<file path="config.mk">
export PLATFORM = sky130hd
export DESIGN_NAME = m_sequence_despreader
export DESIGN_NICKNAME = d
export VERILOG_FILES = /design/src/rtl/m_sequence_despreader.sv
export SDC_FILE = /design/constraint.sdc
export NUM_CORES = 1
export LEC_CHECK = 0
export CAP_MARGIN = 40
export CORE_ASPECT_RATIO = 1.2
export CORE_MARGIN = 3
export CORE_UTILIZATION = 56
export DETAILED_ROUTE_END_ITERATION = 12
export PLACE_DENSITY = 0.77
export REMOVE_ABC_BUFFERS = 1
export SKIP_CTS_REPAIR_TIMING = 1
export SLEW_MARGIN = 10
export SYNTH_ARGS = -nofsm -noshare
export SYNTH_HDL_FRONTEND = slang
export SYNTH_SLANG_ARGS = --single-unit
export TNS_END_PERCENT = 50
</file>
<file path="constraint.sdc">
create_clock -name clkin -period 4.4 [get_ports clkin]
set_input_delay 0.44 -clock clkin [delete_from_list [all_inputs] [get_ports clkin]]
set_output_delay 0.44 -clock clkin [all_outputs]
set_load 0.005 [all_outputs]
</file>
<file path="src/rtl/m_sequence_despreader.sv">
`default_nettype none
// ============================================================================
//  Module   : m_sequence_despreader
//  Purpose  : Receive-side despreader for an M-sequence spread link. Samples
//             one point per chip of the incoming chip stream, correlates it
//             against a local copy of the M-sequence started from a host seed
//             and reports the signed correlation once per frame.
//  Ports    : clkin, rstn (async, active low)
//             start_i, seed_i, ready_o            - host arm handshake
//             chip_i, strobe_i                    - received chip stream/frame
//             corr_o, bit_o, detect_o, abort_o,
//             result_valid_o                      - per-frame result
//  Revision : 1.0  initial release
// ============================================================================
module m_sequence_despreader #(
    parameter int                N        = 63,
    parameter int                LENGTH   = $clog2(N),
    parameter logic [LENGTH-1:0] POLYNOME = 6'b000011,
    parameter int                HOLD     = 3,
    parameter int                SAMPLE   = HOLD / 2,
    parameter int                THRESH   = 48,
    parameter int                CW       = LENGTH + 2
) (
    input  logic                 clkin,
    input  logic                 rstn,
    input  logic                 start_i,
    input  logic [LENGTH-1:0]    seed_i,
    output logic                 ready_o,
    input  logic                 chip_i,
    input  logic                 strobe_i,
    output logic signed [CW-1:0] corr_o,
    output logic                 bit_o,
    output logic                 detect_o,
    output logic                 abort_o,
    output logic                 result_valid_o
);

    localparam int HW   = (HOLD > 1) ? $clog2(HOLD) : 1;
    localparam int CNTW = (N > 1) ? $clog2(N) : 1;

    localparam logic signed [CW-1:0] STEP_UP = {{(CW-1){1'b0}}, 1'b1};
    localparam logic signed [CW-1:0] STEP_DN = '1;

    typedef enum logic [1:0] {
        IDLE = 2'd0,
        ARM  = 2'd1,
        RUN  = 2'd2,
        DONE = 2'd3
    } state_t;

    state_t                 state;
    logic [LENGTH-1:0]      lfsr;
    logic [HW-1:0]          hold_cnt;
    logic [CNTW-1:0]        chip_cnt;
    logic signed [CW-1:0]   acc;
    logic                   strobe_q;

    // The rising-edge cycle in ARM is already chip 0 / cycle 0, so it must be
    // processed exactly like a RUN cycle with freshly cleared counters. The
    // muxes below present that cleared view so a single datapath covers both
    // (this also makes SAMPLE == 0 work without a special case).
    logic                   first_chip;
    logic                   in_frame;
    logic [HW-1:0]          pos_hold;
    logic [CNTW-1:0]        pos_chip;
    logic signed [CW-1:0]   acc_base;
    logic                   sample_now;
    logic                   last_sample;
    logic signed [CW-1:0]   acc_next;
    logic [CW-1:0]          acc_mag;
    logic                   feedback;
    logic                   chip_end;

    assign first_chip  = (state == ARM) && strobe_i && !strobe_q;
    assign in_frame    = first_chip || ((state == RUN) && strobe_i);
    assign pos_hold    = first_chip ? '0 : hold_cnt;
    assign pos_chip    = first_chip ? '0 : chip_cnt;
    assign acc_base    = first_chip ? '0 : acc;
    assign sample_now  = in_frame && (pos_hold == HW'(SAMPLE));
    assign last_sample = sample_now && (pos_chip == CNTW'(N - 1));
    assign chip_end    = (pos_hold == HW'(HOLD - 1));
    assign feedback    = ^(POLYNOME & lfsr);

    always_comb begin
        acc_next = acc_base;
        if (sample_now) begin
            acc_next = acc_base + ((chip_i == lfsr[0]) ? STEP_UP : STEP_DN);
        end
    end

    // Magnitude via two's-complement negation; acc never reaches -2^(CW-1).
    assign acc_mag = acc_next[CW-1] ? CW'(-acc_next) : CW'(acc_next);

    always_ff @(posedge clkin or negedge rstn) begin
        if (!rstn) begin
            state          <= IDLE;
            lfsr           <= {{(LENGTH-1){1'b0}}, 1'b1};
            hold_cnt       <= '0;
            chip_cnt       <= '0;
            acc            <= '0;
            strobe_q       <= 1'b0;
            ready_o        <= 1'b1;
            corr_o         <= '0;
            bit_o          <= 1'b0;
            detect_o       <= 1'b0;
            abort_o        <= 1'b0;
            result_valid_o <= 1'b0;
        end else begin
            strobe_q       <= strobe_i;
            result_valid_o <= 1'b0;
            case (state)
                IDLE: begin
                    if (start_i) begin
                        // An all-zero state would lock the LFSR; substitute 1.
                        lfsr    <= (seed_i == '0) ? {{(LENGTH-1){1'b0}}, 1'b1} : seed_i;
                        ready_o <= 1'b0;
                        state   <= ARM;
                    end
                end
                ARM, RUN: begin
                    if ((state == RUN) && !strobe_i) begin
                        // Frame cut short: report the partial sum, never a detect.
                        corr_o         <= acc;
                        bit_o          <= acc[CW-1];
                        detect_o       <= 1'b0;
                        abort_o        <= 1'b1;
                        result_valid_o <= 1'b1;
                        ready_o        <= 1'b1;
                        state          <= IDLE;
                    end else if (in_frame) begin
                        acc      <= acc_next;
                        hold_cnt <= chip_end ? '0 : pos_hold + HW'(1);
                        chip_cnt <= chip_end ? pos_chip + CNTW'(1) : pos_chip;
                        if (sample_now) begin
                            lfsr <= {feedback, lfsr[LENGTH-1:1]};
                        end
                        state <= RUN;
                        if (last_sample) begin
                            corr_o         <= acc_next;
                            bit_o          <= acc_next[CW-1];
                            detect_o       <= (acc_mag >= CW'(THRESH));
                            abort_o        <= 1'b0;
                            result_valid_o <= 1'b1;
                            ready_o        <= 1'b1;
                            state          <= DONE;
                        end
                    end
                end
                DONE: begin
                    // Tail cycles of the last chip are ignored; start_i is not
                    // taken here even though ready_o is already high.
                    state <= IDLE;
                end
                default: begin
                    state <= IDLE;
                end
            endcase
        end
    end

endmodule
`default_nettype wire

</file>
==> flow_metrics.tcl <==
set metrics [dict create \
    cts_sinks 37 \
    crit_arrival_ps 3770 \
    criticalPathCategory "input pin to flip-flop" \
    portBuffers 23 \
    setup-violations-final 0 \
    cts-root-buf "clkbuf_8" \
    powerDensity_mw_per_mm2 592 \
    antenna_cells 0 \
    pwr-share-seq 0.347 \
    crit_path_max_fanout 7 \
    synth_area_mm2 0.00225 \
    grt_pass1_vias 1710 \
    hold_slack_ps 240 \
    seq_area_um2 928 \
    dieArea_mm2 0.00483 \
    syn2layout_area_growth_pct 15.4 \
    p_sw_w 0.000616 \
    dp_slack_ps 572 \
    fmax_mhz 282 \
    core_area_mm2 0.00375 \
    multiInputGateArea_mm2 0.00124 \
    syn_inst 245 \
    htree_num_levels 2 \
    finalSetupTns_ps 0 \
    final_area_mm2 0.00260 \
    final_cells 320 \
    startpoint_type "input pin" \
    clockBufferDepth 2 \
    ant_nets 0 \
    p_leak_nw 1.16 \
    grt_overflow_total 0 \
    ys_ff_latch 37 \
    synth_edf_count 0 \
    drive_gt1_frac 0.101 \
    async_flop_share 1.00 \
    netlist_top_cells_area "dfrtp_1 (39%), ha_1 (6.1%), nand2_1 (5.3%)" \
    power.internal_w 0.000924 \
    endpoint_kind "flip-flop" \
    post-synth-top-area-fraction 0.388 \
    clk-insertion-delay-late_ps 290 \
    grt_max_degree 38 \
    drt-total-wl_mm 4.52 \
    dp.cells 312 \
    fin_nets 290 \
    worst_slack_ps 854 \
    rows 24 \
    fill_cells 307 \
    tightest_slew_ps 821 \
    cts_made_buffers 5 \
    worstSetupStartpoint "strobe_i" \
    synth_most_common_cell "dfrtp_1" \
    gp_congestion 0.893 \
    p_comb_frac 0.504 \
    tritoncts "done" \
    drtIter0Drc 114 \
    io_pins 24 \
    cp.required_ps 4620 \
    rsz0062_at_grt "false" \
    synth_flop_cell "dfrtp_1" \
    outcome "finished clean" \
    die_y_um 75.5 \
    firstDrtPassIters 4 \
    wl_per_cell_um 14.1 \
    clk_pin_slew_ps 80 \
    hpwl_mm 3.43 \
    post-route-min-period_ps 3550 \
    drc 0 \
    min_period_over_period 0.806 \
    peakVddDrop_mv 0.433 \
    num_vias 1785 \
    ys_seq_area_frac 0.412 \
    hold_path_class "input pin to async pin" \
    r2r-start "state[1]$_DFFE_PN0P_" \
    drv_cap 0 \
    swShare 0.400 \
    viasPerCell 5.58 \
    worst_slew_margin_rel 0.453 \
    final_hold_viol_count 0 \
    ys_warn_count 0 \
    fin_skew_ps 14.5 \
    ys_types 55 \
    yosys.area.top_type "dfrtp_1" \
    syn_area_per_cell_um2 9.20 \
    grt_antenna_before_repair 0 \
    clkPwrFrac 0.150 \
    die_width_um 63.9 \
    dpl-instance-area_mm2 0.00251 \
    grt_pass1_wl_mm 7.77 \
    initial_core_util 0.601 \
    grt_use_total 0.206 \
    ys_top_cells_by_count "dfrtp_1 (35), nand2_1 (32), nor2_1 (32), a21oi_1 (16), o21ai_0 (12)" \
    slew_violations 0 \
]
-- power groups by stage --
stage / clock network, W / logic (W) / registers, W
floorplan: 0 / 0.000566 / 0.000527
global placement: 0 / 0.000756 / 0.000540
detailed placement: 0 / 0.000779 / 0.000541
CTS: 0.000236 / 0.000782 / 0.000535
global route: 0.000250 / 0.000872 / 0.000552
finish: 0.000231 / 0.000775 / 0.000534
-- cell families (layout without fill, tap and decap cells) --
family | Yosys count | after routing | share of synthesized area
simple gates | 96 | 96 | 0.200
compound gates | 51 | 51 | 0.148
flops | 37 | 37 | 0.412
buf+inv | 19 | 42 | 0.0372
mux | 16 | 16 | 0.0749
fa+ha+maj | 13 | 13 | 0.0744
xor+xnor | 13 | 13 | 0.0538
-- flip-flops by register name, indices dropped and copies added (netlist names) --
signal,cells
strobe_q,1
ready_o,1
lfsr,6
result_valid_o,1
state,2
acc,8
corr_o,8
abort_o,1
chip_cnt,6
hold_cnt,2
detect_o,1
-- final cells by class --
cell class / count / area share
clock inverter: 3 / 0.00673
timing repair buffer: 25 / 0.0924
tap: 52 / 0.0250
sequential: 37 / 0.357
inverter: 9 / 0.0149
multi-input combinational: 189 / 0.478
clock buffer: 5 / 0.0265
-- worst paths after layout --
kind / to / slack (ps) / depth (start not counted)
max: detect_o$_DFFE_PN0P_ / 850 / 12
min: acc[5]$_DFFE_PN0P_ / 240 / 1
max reg2reg: detect_o$_DFFE_PN0P_ / 980 / 13
min reg2reg: corr_o[2]$_DFFE_PN0P_ / 480 / 2
max in group asynchronous: corr_o[3]$_DFFE_PN0P_ / 3630 / 1
min in group clkin: corr_o[2]$_DFFE_PN0P_ / 480 / 2
-- through the flow --
step,util,power (W)
after floorplan,-,0.00109
after global placement,0.668,0.00130
after detailed placement,0.670,0.00132
after CTS,0.693,0.00155
after global routing,0.693,0.00167
final,0.693,0.00154
-- layer usage --
| layer | wire length (µm) | GRT usage |
|---|---|---|
| met3 | 164 | 0.0413 |
| met4 | 62 | 0.0695 |
| met1 | 1990 | 0.262 |
| met5 | 0 | 0 |
| met2 | 2300 | 0.356 |
-- worst max-delay path, cell delays in order --
cell,delay [ps]
clkdlybuf4s50_1,610
nand3b_1,280
and2_1,270
ha_1,340
and3_1,220
a221oi_2,330
mux2i_1,240
mux2_1,190
or3b_1,350
a21o_1,190
a31o_1,220
o21ai_2,100
-- cells in the final DEF (no fill, tap or decap), types with 7 or more instances in the layout --
cell             count
inv_1                8
and2_1               7
xnor2_1              9
ha_1                11
o21ai_0             12
dfrtp_1             35
mux2i_1              9
nor2_1              32
a21oi_1             16
clkdlybuf4s50_1     22
nand2_1             32
No activity file was read; power rests on OpenSTA's default activity.
